`src/rtl/sar_pkg.sv`:
```
// Shared definitions for the SAR sequencer: state/phase encodings and defaults.
package sar_pkg;

  localparam int DEF_N             = 8;
  localparam int DEF_SAMPLE_CYCLES = 2;

  typedef enum logic [1:0] {
    ST_IDLE   = 2'd0,
    ST_SAMPLE = 2'd1,
    ST_CONV   = 2'd2,
    ST_DONE   = 2'd3
  } state_t;

  // Each bit takes two cycles: drive the trial code, then latch the decision.
  typedef enum logic {
    PH_TRIAL = 1'b0,
    PH_LATCH = 1'b1
  } phase_t;

endpackage

```
`src/rtl/sar_ctrl_if.sv`:
```
// Bundle between the request/analog side and the SAR sequencer.
//
// Handshake: there is no ready/backpressure. `start` is a level request that
// is only accepted while the sequencer is in IDLE or DONE; `abort` cancels any
// conversion and wins over `start`. `valid` is a single-cycle pulse that marks
// the cycle in which `data_out` carries a fresh result; the consumer must take
// it in that cycle (data_out stays held afterwards until the next result).
interface sar_ctrl_if #(
  parameter int N = sar_pkg::DEF_N
);
  logic         start;
  logic         abort;
  logic         cmp_out;
  logic         sample;
  logic         div_en;
  logic [N-1:0] dac_code;
  logic         busy;
  logic [N-1:0] data_out;
  logic         valid;

  // Request logic and comparator side.
  modport master (
    output start, abort, cmp_out,
    input  sample, div_en, dac_code, busy, data_out, valid
  );

  // Sequencer side.
  modport slave (
    input  start, abort, cmp_out,
    output sample, div_en, dac_code, busy, data_out, valid
  );
endinterface

```
`src/rtl/sar_reg.sv`:
```
// N-bit successive-approximation register with trial-code view.
module sar_reg #(
  parameter int N = 8
) (
  input  logic                 clk,
  input  logic                 rst,
  input  logic                 clr,
  input  logic [$clog2(N)-1:0] idx,
  input  logic                 set_bit,
  input  logic                 d,
  output logic [N-1:0]         sar,
  output logic [N-1:0]         trial
);

  logic [N-1:0] r_sar;
  logic [N-1:0] w_mask;

  assign w_mask = N'(1) << idx;

  // Clear at conversion start; otherwise write the decided bit at idx.
  always_ff @(posedge clk) begin
    if (rst || clr) begin
      r_sar <= '0;
    end else if (set_bit) begin
      r_sar <= d ? (r_sar | w_mask) : (r_sar & ~w_mask);
    end
  end

  assign sar   = r_sar;
  assign trial = r_sar | w_mask;

endmodule

```
`src/rtl/sar_ctrl.sv`:
```
// Successive-approximation sequencer: track phase, N bit trials MSB..LSB,
// then a one-cycle result pulse. All outputs are registered.
module sar_ctrl
  import sar_pkg::*;
#(
  parameter int N             = DEF_N,
  parameter int SAMPLE_CYCLES = DEF_SAMPLE_CYCLES
) (
  input  logic           clk,
  input  logic           rst,
  sar_ctrl_if.slave      bus,
  output state_t         o_state
);

  localparam int IW = $clog2(N);
  localparam int CW = $clog2(SAMPLE_CYCLES + 1);

  state_t          r_state;
  phase_t          r_phase;
  logic [IW-1:0]   r_idx;
  logic [CW-1:0]   r_cnt;
  logic            r_sample;
  logic            r_div_en;
  logic            r_busy;
  logic            r_valid;
  logic [N-1:0]    r_dac;
  logic [N-1:0]    r_data;

  logic            w_go;
  logic            w_sample_end;
  logic            w_clr;
  logic            w_set_bit;
  logic [N-1:0]    w_sar;
  logic [N-1:0]    w_trial;
  logic [N-1:0]    w_mask;
  logic [N-1:0]    w_latched;
  logic [N-1:0]    w_next_trial;

  assign w_go         = bus.start && !bus.abort;
  assign w_sample_end = (r_cnt == CW'(SAMPLE_CYCLES - 1));
  assign w_clr        = (r_state == ST_SAMPLE) && w_sample_end;
  assign w_set_bit    = (r_state == ST_CONV) && (r_phase == PH_LATCH);
  assign w_mask       = N'(1) << r_idx;
  // sar[idx] is still 0 here, so keeping the bit means taking the trial code.
  assign w_latched    = bus.cmp_out ? w_trial : w_sar;
  assign w_next_trial = w_latched | (w_mask >> 1);

  sar_reg #(.N(N)) u_sar_reg (
    .clk     (clk),
    .rst     (rst),
    .clr     (w_clr),
    .idx     (r_idx),
    .set_bit (w_set_bit),
    .d       (bus.cmp_out),
    .sar     (w_sar),
    .trial   (w_trial)
  );

  // Sequencer FSM with its counters and registered outputs.
  always_ff @(posedge clk) begin
    if (rst) begin
      r_state  <= ST_IDLE;
      r_phase  <= PH_TRIAL;
      r_idx    <= '0;
      r_cnt    <= '0;
      r_sample <= 1'b0;
      r_div_en <= 1'b0;
      r_busy   <= 1'b0;
      r_valid  <= 1'b0;
      r_dac    <= '0;
      r_data   <= '0;
    end else begin
      r_valid <= 1'b0;
      unique case (r_state)
        ST_IDLE: begin
          if (w_go) begin
            r_state  <= ST_SAMPLE;
            r_cnt    <= '0;
            r_dac    <= '0;
            r_sample <= 1'b1;
            r_busy   <= 1'b1;
          end
        end
        ST_SAMPLE: begin
          if (bus.abort) begin
            r_state  <= ST_IDLE;
            r_sample <= 1'b0;
            r_busy   <= 1'b0;
            r_dac    <= '0;
          end else if (w_sample_end) begin
            r_state  <= ST_CONV;
            r_idx    <= IW'(N - 1);
            r_phase  <= PH_TRIAL;
            r_dac    <= {1'b1, {(N-1){1'b0}}};
            r_sample <= 1'b0;
            r_div_en <= 1'b1;
          end else begin
            r_cnt <= r_cnt + 1'b1;
          end
        end
        ST_CONV: begin
          if (bus.abort) begin
            r_state  <= ST_IDLE;
            r_div_en <= 1'b0;
            r_busy   <= 1'b0;
            r_dac    <= '0;
          end else if (r_phase == PH_TRIAL) begin
            r_phase <= PH_LATCH;
          end else if (r_idx == '0) begin
            r_state  <= ST_DONE;
            r_div_en <= 1'b0;
            r_data   <= w_latched;
            r_valid  <= 1'b1;
          end else begin
            r_idx   <= r_idx - 1'b1;
            r_phase <= PH_TRIAL;
            r_dac   <= w_next_trial;
          end
        end
        ST_DONE: begin
          if (w_go) begin
            r_state  <= ST_SAMPLE;
            r_cnt    <= '0;
            r_dac    <= '0;
            r_sample <= 1'b1;
          end else if (bus.abort) begin
            r_state <= ST_IDLE;
            r_busy  <= 1'b0;
            r_dac   <= '0;
          end else begin
            r_state <= ST_IDLE;
            r_busy  <= 1'b0;
          end
        end
        default: r_state <= ST_IDLE;
      endcase
    end
  end

  assign bus.sample   = r_sample;
  assign bus.div_en   = r_div_en;
  assign bus.dac_code = r_dac;
  assign bus.busy     = r_busy;
  assign bus.data_out = r_data;
  assign bus.valid    = r_valid;
  assign o_state      = r_state;

endmodule

```
`src/flat_wrapper.sv`:
```
// flat-port wrapper written by rule: the top's interface ports become plain ports
module sar_ctrl_flat import sar_pkg::*;
#(
  parameter int N             = DEF_N,
  parameter int SAMPLE_CYCLES = DEF_SAMPLE_CYCLES
)
  (clk, rst, o_state, bus_start, bus_abort, bus_cmp_out, bus_sample, bus_div_en, bus_dac_code, bus_busy, bus_data_out, bus_valid);
  sar_ctrl_if #(.N(N)) bus_i ();
  input  logic clk;
  input  logic rst;
  output state_t o_state;
  input wire logic [$bits(bus_i.start)-1:0] bus_start;
  input wire logic [$bits(bus_i.abort)-1:0] bus_abort;
  input wire logic [$bits(bus_i.cmp_out)-1:0] bus_cmp_out;
  output wire logic [$bits(bus_i.sample)-1:0] bus_sample;
  output wire logic [$bits(bus_i.div_en)-1:0] bus_div_en;
  output wire logic [$bits(bus_i.dac_code)-1:0] bus_dac_code;
  output wire logic [$bits(bus_i.busy)-1:0] bus_busy;
  output wire logic [$bits(bus_i.data_out)-1:0] bus_data_out;
  output wire logic [$bits(bus_i.valid)-1:0] bus_valid;
  assign bus_i.start = bus_start;
  assign bus_i.abort = bus_abort;
  assign bus_i.cmp_out = bus_cmp_out;
  assign bus_sample = bus_i.sample;
  assign bus_div_en = bus_i.div_en;
  assign bus_dac_code = bus_i.dac_code;
  assign bus_busy = bus_i.busy;
  assign bus_data_out = bus_i.data_out;
  assign bus_valid = bus_i.valid;
  sar_ctrl #(.N(N), .SAMPLE_CYCLES(SAMPLE_CYCLES)) u_core (.clk(clk), .rst(rst), .bus(bus_i), .o_state(o_state));
endmodule
```
`config.mk`:
```
export PLATFORM = sky130hd
export DESIGN_NAME = sar_ctrl_flat
export DESIGN_NICKNAME = d
export VERILOG_FILES = /design/src/rtl/sar_pkg.sv /design/src/rtl/sar_ctrl_if.sv /design/src/rtl/sar_reg.sv /design/src/rtl/sar_ctrl.sv /design/src/flat_wrapper.sv
export SDC_FILE = /design/constraint.sdc
export NUM_CORES = 1
export LEC_CHECK = 0
export ABC_AREA = 1
export ABC_CLOCK_PERIOD_IN_PS = 2000
export CAP_MARGIN = 10
export CORE_MARGIN = 2
export CORE_UTILIZATION = 25
export CTS_BUF_LIST = sky130_fd_sc_hd__clkbuf_16
export CTS_CLUSTER_DIAMETER = 150
export DETAILED_ROUTE_END_ITERATION = 10
export DONT_BUFFER_PORTS = 1
export HOLD_SLACK_MARGIN = 0.03
export SYNTH_ARGS = -nofsm -noshare
export SYNTH_HDL_FRONTEND = slang
export SYNTH_HIERARCHICAL = 1
export SYNTH_SLANG_ARGS = --single-unit
export TNS_END_PERCENT = 30
```
`constraint.sdc`:
```
create_clock -name clk -period 2 [get_ports clk]
set_input_delay 0.5 -clock clk [delete_from_list [all_inputs] [get_ports clk]]
set_output_delay 0.5 -clock clk [all_outputs]
set_load 0.02 [all_outputs]
```
# Yosys cells after proc, flatten, opt, wreduce, memory -nomap -nowiden
# Cells that the tools add are included.
[word_totals] input_bits=5 register_bits=36 wordCells=108
[op_classes] eq_ne=19 n_addsub=2 n_shift=1 n_bitwise=7 reduce_logical=21 n_mux=47
[op_table] cell="$mux W8" count=10
[op_table] cell="$pmux W8 S4" count=1
[op_table] cell="$mux W2" count=9
[op_table] cell="$reduce_and A4 Y1" count=4
[op_table] cell="$mux W1" count=15
[op_table] cell="$mux W3" count=5
[op_table] cell="$ne A2 B1 Y1 const B" count=5
[op_table] cell="$ne A2 B2 Y1 const B" count=5
[op_table] cell="$reduce_and A5 Y1" count=2
[op_table] cell="$ne A3 B2 Y1 const B" count=3
[op_table] cell="$and A8 B8 Y8" count=1
[op_table] cell="$not A8 Y8" count=1
[op_table] cell="$or A8 B7 Y8" count=1
[op_table] cell="$or A8 B8 Y8" count=1
[op_table] cell="$pmux W2 S4" count=1
[op_table] cell="$shl A1 B3 Y8 const A" count=1
[op_table] cell="$ne A3 B3 Y1 const B" count=2
[op_table] cell="$pmux W1 S2" count=3
[op_table] cell="$pmux W3 S2" count=1
[op_table] cell="$reduce_and A3 Y1" count=2
[op_table] cell="$reduce_and A6 Y1" count=1
[op_table] cell="$eq A2 B1 Y1 const B" count=2
[op_table] cell="$eq A2 B2 Y1 const B" count=2
[op_table] cell="$pmux W2 S2" count=1
[op_table] cell="other kinds (12)" count=18

# Depth between registers and ports, before layout
# Gate-level depths: netlist of run 1.
[depth] depth_word=8 mapped_depth=12 depth_no_buf=12

# By module
# Netlist of run 1, hierarchy kept.
[modules_own_cells] mod="sar_ctrl" cells_per_inst=261 area_per_inst_um2=1762.9 seq_area_each_um2=560.5 instances=1
[modules_own_cells] mod="sar_reg" cells_per_inst=85 area_per_inst_um2=483.0 seq_area_each_um2=160.2 instances=1

# Worst setup path before layout of run 1
# OpenSTA, ideal clock, no wires.
[synth_path] path_kind="reg2reg" from="reg u_core.r_state[0] (netlist: u_core/o_state[0])" to="reg u_core.r_dac[0] (netlist: u_core/bus.dac_code[0])" synth_period_minus_slack_ns=1.675 path_stages_with_launch=11 t_arrival_ns=1.562 n_path_buf=0 setup_ns=0.113 path_slack_ns=0.325 t_required_ns=1.887 cell_sequence="dfxtp_1 inv_1 ha_1 inv_2 nor2_4 nand2_1 nand2_4 nor2_2 nand2_4 nor2_1 nor2_1"
[synth_via] elab_chain_cells=3
[synth_rtl] item="start, declared" line="sar_ctrl.sv:18" source="state_t r_state;"
[synth_rtl] item="start signal, assigned" line="sar_ctrl.sv:62" source="r_state <= ST_IDLE;"
[synth_rtl] item="start signal, assigned" line="sar_ctrl.sv:77" source="r_state <= ST_SAMPLE;"
[synth_rtl] item="start signal, assigned" line="sar_ctrl.sv:86" source="r_state <= ST_IDLE;"
[synth_rtl] item="$eq A2 B1 Y1, or another cell as far along" line="sar_ctrl.sv:74" source="unique case (r_state)"
[synth_rtl] item="$ne A3 B2 Y1 (no source line), or another cell as far along"
[synth_rtl] item="$reduce_and A5 Y1 (no source line)"
[synth_rtl] item="end signal, assigned" line="sar_ctrl.sv:94" source="r_dac <= {1'b1, {(N-1){1'b0}}};"
[synth_rtl] item="end signal, assigned" line="sar_ctrl.sv:117" source="r_dac <= w_next_trial;"
[synth_rtl] item="end, declared" line="sar_ctrl.sv:26" source="logic [N-1:0] r_dac;"
# Parallel ways exist; a longest one is shown, timed or not.
# A chain may end at the register's enable or synchronous reset.

# Worst setup path in the final report of run 1
[layout_path] from="reg u_core.r_state[1] (netlist: u_core/o_state[1])" to="reg u_core.r_state[1] (netlist: u_core/o_state[1])"
[layout_via] elab_chain_cells=3
[layout_rtl] item="$eq A2 B2 Y1, or another cell as far along" line="sar_ctrl.sv:74"
[layout_rtl] item="$ne A3 B3 Y1 (no source line), or another cell as far along"
[layout_rtl] item="$reduce_and A4 Y1 (no source line)"
# Parallel ways exist; a longest one is shown, timed or not.

==> results.txt, run 1 <==
- Cells after Synth: between 300 and 400
* Post-synthesis sequential element count: 36
- For the final database, setup skew stands at between 0.003 and 0.004 ns.
- The number of max-slew violations in the final report is 0.
- Skew-Pair Late Insertion Delay: roughly 0.28 ns
* Switching power: 1.17 mW
* Wire length of the first global-routing pass: ~9 mm
- Number of placement rows: 34
* Effective utilization at floorplan: around a quarter
* Vias/cell: around 4.4
- Total of endpoints with negative setup slack in the final report: 0
* Post-synth top cells: 104 x sky130_fd_sc_hd__nand2_1, 50 x sky130_fd_sc_hd__nor2_1, 48 x sky130_fd_sc_hd__inv_1
* Main area contributors after synthesis: sky130_fd_sc_hd__dfxtp_1 32%, sky130_fd_sc_hd__nand2_1 17%, sky130_fd_sc_hd__nor2_1 8.4%
- After routing the design area is 0.00251 sq mm.
- Clock edge transition at the registers on the reported setup and hold paths: around 0.05 ns
* Sum of negative setup slack: 0 ns
- Total half-perimeter wirelength after legalization and detailed placement: 3.84 mm
* Number of fillers in the final layout: between 900 and 1000
* Buffers on Ports: 0
- Summed over all instances, the cell type with the most area after synthesis is sky130_fd_sc_hd__dfxtp_1.
* Violation count after the first detailed-route iteration: 69
* Final core utilization: between 20% and 30%
* CP startpoint kind: register
* Post-synth cell types: 29
- In the final routed layout, each cell accounts on average for roughly 11 um.
* Overall routed net length: approximately 5 mm
* Initial antenna violation count: 0
- The internal portion of the total power is ~1.7 mW.
- The H-tree generated during clock tree synthesis spans 2 levels.
* Mapped Area: about 0.0022 sq mm
* GR Util All Layers: 11.0%
- Net total in the final layout: roughly 370
- Clock tree from TritonCTS: done
- First-pass iteration count of the detailed router: 4
- Number of vias after detailed routing: between 2000 and 2500
* Drc violations: 0
* Core Region: 0.00872 sq mm
* Yosys Warn Count: 6
- At the end of routability-driven placement, the weighted congestion stood at 0.879.
* Min Tclk post-route: approximately 1.7 ns
- The run finished with clean final reports.
* Root Driver: sky130_fd_sc_hd__clkbuf_16
- Clk pwr share: about 26%
- In this run the power density over the cells is 1130 mW/mm^2.
- Share of cells above drive strength 1: between 10% and 20%
- Measured against its own limit, the worst slew margin works out to between 60% and 70%.
- In this run, post-CTS hold repair placed 0 buffers.
- Register share of total power: between 30% and 40%
- Overall overflow remaining after global route: 0
* Register area share after synthesis: about a third
- Maxcap violations: 0
- Die Width: between 90 and 100 um
- Maximum number of pins on one net before global-route repair: 22
- Endpoints failing hold: 0
* Average size of a mapped cell: roughly 6.5 sq um
* CTS sink cnt: 36
- Of all flip-flops after synthesis, the portion carrying an async set or reset was 0%.
* Achievable Freq: 604 MHz
- Net switching is about two fifths of the power.
* Number of buffers inserted during clock tree synthesis: 5
* Unrepaired setup endpoints after global routing: no
- When the netlist entered floorplanning its net count stood at approximately 360.
* Required time of the critical path: ~2.2 ns
- Critical Setup Path Class: reg -> reg
- Remaining number of nets flagged by the antenna check after routing: 0
- VDD sags by at most 451 uV.
* Total leakage power: roughly 1.2 nW
- Share of the synthesized area in the top cell type: approximately a third
- In this run the cell area measured after placement is ~0.0024 sq mm.
- # IOs: 27
* Combinational share of power: a little under two fifths
* Final worst path period share: 82.8%
- Worst path arrival time: around 1.8 ns
- Worst hold path type: in -> reg
* Die Ht: slightly below 100 um
- STA classifies the critical path endpoint as a register.
* Most frequent cell after synthesis: sky130_fd_sc_hd__nand2_1
* Final antenna diode count: 0
- The via count of the first global-routing pass is 1987.
- The die covers 0.00976 sq mm.
- Transition time at the pin with the least slew margin: ~0.56 ns
* Area growth syn-to-layout: 11.6%
- Top flip-flop cell by instance count after synthesis: sky130_fd_sc_hd__dfxtp_1
* Number of enable flip-flop cells after synthesis: 0
- Maximum fanout along the worst path: 10
* CTS Buffer Depth: 2
## stage by stage
step	setup WS [ns]	hold slack [ns]	std cells	total power [mW]
after global routing	0.149	0.276	461	3.08
after floorplan	0.325	0.430	346	1.89
final	0.344	0.284	461	2.84
after CTS	0.207	0.279	461	2.86
after detailed placement	0.220	0.453	453	2.11
after global placement	0.253	0.443	453	2.09
## cell families (layout without fill, tap and decap cells)
family | after synthesis | after routing | synth area share [%]
buffers and inverters | 59 | 66 | 11.5
DFF | 36 | 36 | 32.1
AOI/OAI and AO/OA | 42 | 42 | 10.5
adders and majority gates | 12 | 12 | 6.69
and+or+nand+nor | 197 | 197 | 39.2
## layout make-up
| type | instances | area, sq um | share of cell area, % |
|---|---|---|---|
| Clock buffer | 5 | 125 | 4.99 |
| Clock inverter | 3 | 11.3 | 0.449 |
| Inverter | 51 | 194 | 7.74 |
| Multi-Input combinational cell | 251 | 1270 | 50.5 |
| Sequential cell | 36 | 722 | 28.8 |
| Tap cell | 108 | 135 | 5.39 |
| Timing Repair Buffer | 7 | 52.6 | 2.10 |
## what timing repair did
action / in CTS / in global routing
gates resized for setup: 0 / 1
setup buffers: 0 / 0
endpoints found under the setup margin: 0 / 1
## routing by layer
layer	GRT usage [%]	part of all wire, %	vias up
met2	17.6	46	36
li1	-	-	1079
met5	0	0	-
met4	3.90	1.1	0
met3	3.48	5.0	9
met1	13.9	48	900
## critical path: stages, from the launching register on
cell,delay (ns)
sky130_fd_sc_hd__dfxtp_2,0.43
sky130_fd_sc_hd__inv_1,0.11
sky130_fd_sc_hd__ha_1,0.27
sky130_fd_sc_hd__nand2_1,0.23
sky130_fd_sc_hd__nand3_4,0.17
sky130_fd_sc_hd__nor2_2,0.16
sky130_fd_sc_hd__nand2_1,0.07
sky130_fd_sc_hd__nand2_1,0.06
sky130_fd_sc_hd__nor2_1,0.05
## power groups by stage
stage,Sequential (mW),Combinational [mW],Clock (mW)
finish,1.03,1.08,0.737
global placement,1.04,1.05,0
detailed placement,1.04,1.07,0
CTS,1.03,1.08,0.756
floorplan,1.04,0.843,0
global route,1.04,1.26,0.784
## worst paths after layout
kind / startpoint / cells after the start / slack [ns] / to
max: u_core/o_state[1] / 8 / 0.34 / u_core/o_state[1]
min: rst / 1 / 0.28 / u_core/r_cnt[0]
max reg2reg: u_core/o_state[1] / 8 / 0.34 / u_core/o_state[1]
min reg2reg: u_core/r_cnt[1] / 2 / 0.45 / u_core/r_cnt[1]
## placed cells by master, fill, tap and decap left out
cell                        count
sky130_fd_sc_hd__a21boi_0       1
sky130_fd_sc_hd__a21oi_1       16
sky130_fd_sc_hd__buf_4          7
sky130_fd_sc_hd__clkbuf_16      5
sky130_fd_sc_hd__clkinv_1       1
sky130_fd_sc_hd__dfxtp_1       35
sky130_fd_sc_hd__dfxtp_2        1
sky130_fd_sc_hd__ha_1          12
sky130_fd_sc_hd__inv_1         50
sky130_fd_sc_hd__inv_2          2
sky130_fd_sc_hd__inv_4          1
sky130_fd_sc_hd__nand2_1      104
sky130_fd_sc_hd__nand2_2        2
sky130_fd_sc_hd__nand2_4        2
sky130_fd_sc_hd__nand3_1       16
sky130_fd_sc_hd__nand3_4        1
sky130_fd_sc_hd__nand4_1        4
sky130_fd_sc_hd__nand4_4        1
sky130_fd_sc_hd__nor2_1        50
sky130_fd_sc_hd__nor2_2         5
sky130_fd_sc_hd__nor2_4         1
sky130_fd_sc_hd__nor2_8         1
sky130_fd_sc_hd__nor3_1         2
sky130_fd_sc_hd__o211ai_1       1
sky130_fd_sc_hd__o21ai_0       16
sky130_fd_sc_hd__o21ai_2        1
sky130_fd_sc_hd__o21bai_1       7
sky130_fd_sc_hd__or2_0          1
sky130_fd_sc_hd__or2_2          7
Power figures use the tool's default switching activity.
==> inputs of run 2 (changes only) <==
ABC_CLOCK_PERIOD_IN_PS = 1500   (was 2000)
clock period = 1.5 ns   (was 2 ns; I/O delays follow)
==> results.txt, run 2 (synthesized netlist as in run 1, its figures left out) <==
- Run status: completed
- Vias in the first global route: approximately 2000
- Hold timing on the final database bottoms out at a slack of 0.157 ns.
- The count of buffers added on input and output ports is 0.
- Area of placed instances: between 0.002 and 0.0025 sq mm
- Required time of the critical path: roughly 1.7 ns
- Endpoints failing hold: 0
- The number of antenna violations at the first check in global routing came to 0.
- Vias/cell: ~4.5
- The die is approximately 99 um tall.
- The worst setup path is captured at a register.
- The HPWL after detailed placement is ~4 mm.
- Clock-pin slew was measured on the worst setup and hold paths at about 0.050 ns.
- By startpoint and endpoint, the worst setup path is classified as reg -> reg.
- Leading cell type in the layout, fill and taps excluded: sky130_fd_sc_hd__nand2_1
* Achievable Freq: about 690 MHz
- CTS Buffer Depth: 2
* Total of endpoints with negative setup slack in the final report: 0
- Final instance area: about 0.0028 sq mm
- After detailed routing, the average wire length per cell comes to approximately 12 um.
- First-pass iteration count of the detailed router: 4
- Of all nets on the critical path, the largest fanout is 6.
- Skew-Pair Late Insertion Delay: roughly 0.28 ns
- Post-layout worst setup margin: 0.0574 ns
* Final Slew Violations: 0
* Remaining number of nets flagged by the antenna check after routing: 0
- The worst-case IR drop observed on VDD is around 560 uV.
- Worst slack after detailed placement: -0.0358 ns
* Transition time at the pin with the least slew margin: 0.440 ns
- The final critical path takes up a little under 100% of the cycle.
- STA classifies the critical path startpoint as a register.
- Clock tree from TritonCTS: done
* GP Congestion: a little under 0.9
- Net total in the final layout: roughly 390
* Final core utilization: 32.1%
- In this run the tightest slew margin relative to its limit is between 70% and 80%.
* Effective utilization at floorplan: between 20% and 30%
- Maxcap violations: 0
- Clock tree synthesis selected as its root buffer the cell sky130_fd_sc_hd__clkbuf_16.
- Drc violations: 0
- The routed design could run at a clock period as short as ~1.4 ns.
- Across the routed clock network, the largest skew measured is around 0.003 ns.
- During I/O placement, the number of pins put on the boundary was 27.
- The tightest min-delay check is of the in -> reg type.
- Number of buffers inserted during clock tree synthesis: 5
- Unrepaired setup endpoints after global routing: yes
- 0 antenna diodes ended up in the layout.
- Number of vias after detailed routing: between 2000 and 2500
- Area growth syn-to-layout: 24.7%
* GR Util All Layers: ~11%
- In this run the power density over the cells is 1500 mW/mm^2.
- For this design, the sink count on the clock tree is 36.
- Violation count after the first detailed-route iteration: 154
- Wire length of the first global-routing pass: 8.95 mm
- Total leakage power: 1.29 nW
- After detailed routing, the total wire length is between 5 and 6 mm.
* Total Power: about 4.2 mW
- In this run the number of H-tree levels came out at 2.
- Summed over all layers, the global routing overflow is 0.
- Area enclosed by the die boundary: just under 0.01 sq mm
- Commonest cells after routing, fill and taps aside: 100 x sky130_fd_sc_hd__nand2_1, 49 x sky130_fd_sc_hd__nor2_1, 42 x sky130_fd_sc_hd__inv_1
- After floorplanning, the core was divided into 34 placement rows.
- Entering global routing, the biggest net connects 22 pins.
- The core region is ~0.0087 sq mm.
- Worst path arrival time: about 1.7 ns
- Of the cells placed in the final design, the portion with a size suffix greater than 1 is between 20% and 30%.
- Die Width: around 99 um
run 2: repair_timing:
| item | in CTS | in global routing |
|---|---|---|
| resized for setup | 6 | 39 |
| pin swaps | 0 | 7 |
| endpoints found under the setup margin | 11 | 29 |
| setup buffers | 0 | 3 |
| hold buffers | 0 | 0 |
| cloned | 0 | 2 |
run 2: area by class of cell:
class	instances	area, sq um
repair buffers	23	183
flip-flops and latches	36	733
clock inverters	3	13.8
clock buffers	5	125
well taps	108	135
fillers	927	5920
inverters	51	204
multi-input cells	253	1410
run 2: worst paths after layout:
| kind | startpoint | end | slack (ns) | cells past startpoint |
|---|---|---|---|---|
| setup / recovery | u_core/r_idx[1] | u_core/bus.data_out[6] | 0.06 | 7 |
| setup reg to reg | u_core/r_idx[1] | u_core/bus.data_out[6] | 0.06 | 7 |
| hold / removal | rst | u_core/r_idx[0] | 0.16 | 1 |
| hold reg to reg | u_core/r_cnt[1] | u_core/r_cnt[1] | 0.45 | 2 |
run 2: report_power, final:
part | total [mW] | internal [mW] | switching [mW]
Combinational | 1.81 | 0.732 | 1.08
Sequential | 1.40 | 1.13 | 0.267
Clock | 0.987 | 0.603 | 0.385
Total | 4.20 | 2.47 | 1.73
run 2: per-stage QoR:
stage | cells | TNS [ns]
floorplan | 346 | 0
global placement | 466 | -0.0780
detailed placement | 466 | -0.204
CTS | 474 | -0.0479
global route | 479 | -0.0188
finish | 479 | 0
run 2: worst max-delay path: stages (launching register included):
cell	delay (ns)
sky130_fd_sc_hd__dfxtp_4	0.37
sky130_fd_sc_hd__inv_4	0.06
sky130_fd_sc_hd__ha_4	0.14
sky130_fd_sc_hd__inv_4	0.04
sky130_fd_sc_hd__nor2_8	0.19
sky130_fd_sc_hd__nand4_4	0.15
sky130_fd_sc_hd__or2_4	0.29
sky130_fd_sc_hd__a21oi_2	0.13
run 2: per-layer routing:
layer | up-vias | track usage (%) | part of all wire, %
met2 | 48 | 18.1 | 44
li1 | 1118 | - | -
met4 | 0 | 2.95 | 1.1
met3 | 9 | 2.77 | 5.4
met5 | - | 0 | 0
met1 | 986 | 14.8 | 50
==> inputs of run 3 (changes only) <==
CELL_PAD_IN_SITES_DETAIL_PLACEMENT = 1   (was default)
CELL_PAD_IN_SITES_GLOBAL_PLACEMENT = 1   (was default)
CORE_UTILIZATION = 30   (was 25)
PLACE_DENSITY = 0.7   (was default)
==> results.txt, run 3 (synthesized netlist as in run 1, its figures left out) <==
- The flow ran to the end, but the final reports show violations.
- Violations in the final reports: negative setup slack
* Number of vias after detailed routing: ~2300
* Min Tclk post-route: about 1.5 ns
* Number of buffers inserted during clock tree synthesis: 5
* Root Driver: sky130_fd_sc_hd__clkbuf_16
- Total leakage power: around 1.4 nW
- WL met3: 169 um
- After detailed routing, no signal wire sits above met4.
* Number of placed cells counting well taps: between 400 and 500
- Commonest cells after routing, fill and taps aside: 93 x sky130_fd_sc_hd__nand2_1, 42 x sky130_fd_sc_hd__inv_1, 41 x sky130_fd_sc_hd__nor2_1
* Violation count after the first detailed-route iteration: 51
- # IOs: 27
* Final antenna diode count: 0
- Maximum fanout along the worst path: 7
* Area growth syn-to-layout: 33.6%
- Initial antenna violation count: 0
- Number of placement rows: 31
- Achievable Freq: between 600 and 700 MHz
- Worst-case hold slack: around 0.15 ns
* Area enclosed by the die boundary: between 0.008 and 0.009 sq mm
* CP startpoint kind: register
- First-pass iteration count of the detailed router: 6
- At the pin with the least slew margin, the transition time is about 0.41 ns.
- Vias in the first global route: about 2300
- CTS sink cnt: 36
* Maxcap violations: 0
- Clock edge transition at the registers on the reported setup and hold paths: roughly 0.06 ns
- CTS Buffer Depth: 2
- The clock reaches the later pin of the worst-skew pair after about 0.28 ns.
* Unrepaired setup endpoints after global routing: yes
* Final Slew Violations: 0
* Required time of the critical path: 1.67 ns
* Maximum number of pins on one net before global-route repair: 22
* Total of endpoints with negative setup slack in the final report: 8
- Slack of the worst reg-to-reg path: -0.03 ns
- The final hold violation count was 0.
- The post-route netlist has around 30% of its cells at a drive strength greater than 1.
- Drc violations: 0
- In this run, post-CTS hold repair placed 0 buffers.
- Die Width: 90.5 um
- The first global-routing pass estimated 10.9 mm of wire.
- In this run the power density over the cells is approximately 1500 mW/mm^2.
- From bottom edge to top edge, the die measures just over 90 um.
- Between clock sinks in the finished design, the worst skew comes to ~0.0077 ns.
* Worst rel slew slack: 72.3%
* Clock tree from TritonCTS: done
- Leaving out fill and tap cells, the most frequent cell in the layout is sky130_fd_sc_hd__nand2_1.
- Dividing the detail-routed via count by the number of cells gives 4.71.
- Library cell contributing the largest single delay on the critical path: sky130_fd_sc_hd__dfxtp_4
- Global routing used between 10% and 20% of the available tracks across all layers.
- Worst path arrival time: between 1.5 and 2 ns
* Core Region: about 0.0073 sq mm
- Overall overflow remaining after global route: 0
- Once detail routing completed, the nets flagged for antenna violations numbered 0.
- The initial utilization of the core area, before any placement, comes to approximately 31%.
- Worst hold path type: in -> reg
* Capturing element type of the critical path: register
- Crit-path cells: clkinvlp_4 -> ha_4 -> inv_4 -> nor2_4 -> nand2_4 -> nand2_8 -> nor2_4 -> nand2_4 -> nor2_1 -> nor2_1
- Overall routed net length: 7.10 mm
- The largest single stage delay on the critical path is between 0.3 and 0.4 ns.
- After detailed routing, the wire length on met1 is 3.24 mm.
- The critical path is of the reg -> reg type.
- GP Congestion: slightly below 0.8
- The routed design uses roughly 3.6 mm of met2 wire.
* Total half-perimeter wirelength after legalization and detailed placement: between 4 and 5 mm
* Number of levels the H-tree was split into: 2
- On the critical path the largest part of the delay comes from simple AND/OR/NAND/NOR gates.
- Once routing completed, OpenROAD measured the worst setup slack at -0.0329 ns.
- In the final design database the tool counted about 400 nets.
- IR drop worst, VDD: between 700 and 800 uV
- After detailed routing, the average wire length per cell comes to about 15 um.
- The final critical path takes up 102% of the cycle.
- The critical path contains buffers and inverters numbering 2 combined.
- Finished Layout Cells: 485
* Buffers on Ports: 0
[run 3: cell count changes in the layout (fill, tap and decap cells not counted), sizes merged]
cell,delta
buf,+15
clkinv,-2
clkbuf,-1
clkinvlp,+1
inv,+1
nand3,+1
[run 3: final timing paths]
kind / startpoint / endpoint / cells past startpoint
max: u_core/o_state[0] / u_core/bus.dac_code[1] / 10
min: rst / u_core/r_idx[0] / 1
max reg2reg: u_core/o_state[0] / u_core/bus.dac_code[1] / 10
min reg2reg: u_core/r_cnt[1] / u_core/r_cnt[1] / 2
[run 3: power by group]
part | internal (mW) | switching, mW | leakage, nW
combinational | 0.919 | 1.29 | 1.01
sequential | 1.14 | 0.274 | 0.296
clock | 0.600 | 0.398 | 0.0762
[run 3: layout make-up]
cell class | count | area, sq um
multi-input cells | 254 | 1510
inverters | 51 | 208
repair buffers | 37 | 289
clock inverters | 3 | 12.5
fillers | 923 | 4250
flip-flops and latches | 36 | 736
well taps | 99 | 124
clock buffers | 5 | 125
[run 3: routing by layer]
metal	up-vias	GRT usage, %
li1	1147	-
met1	1100	19.9
met2	28	29.3
met3	7	3.17
met4	0	4.74
met5	-	0
[run 3: what timing repair did]
item,4_1_cts,5_1_grt
resized for setup,4,72
gates cloned,1,2
endpoints found under the hold margin,0,0
pin swaps,0,13
setup endpoints to repair,21,29
setup buffers,1,8
[run 3: stage by stage]
step / setup slack [ns] / instance area (sq um) / total power, mW / TNS, ns / util [%]
final: -0.0329 / 3000 / 4.62 / -0.145 / 41.4
after global routing: -0.104 / 3000 / 4.94 / -1.24 / 41.4
after CTS: -0.0610 / 2690 / 4.13 / -0.338 / 37.1
after detailed placement: -0.0926 / 2520 / 3.07 / -0.777 / 34.8
after global placement: -0.00578 / 2520 / 3.00 / -0.00578 / 34.8
after floorplan: 0.00848 / 2260 / 2.53 / 0 / -
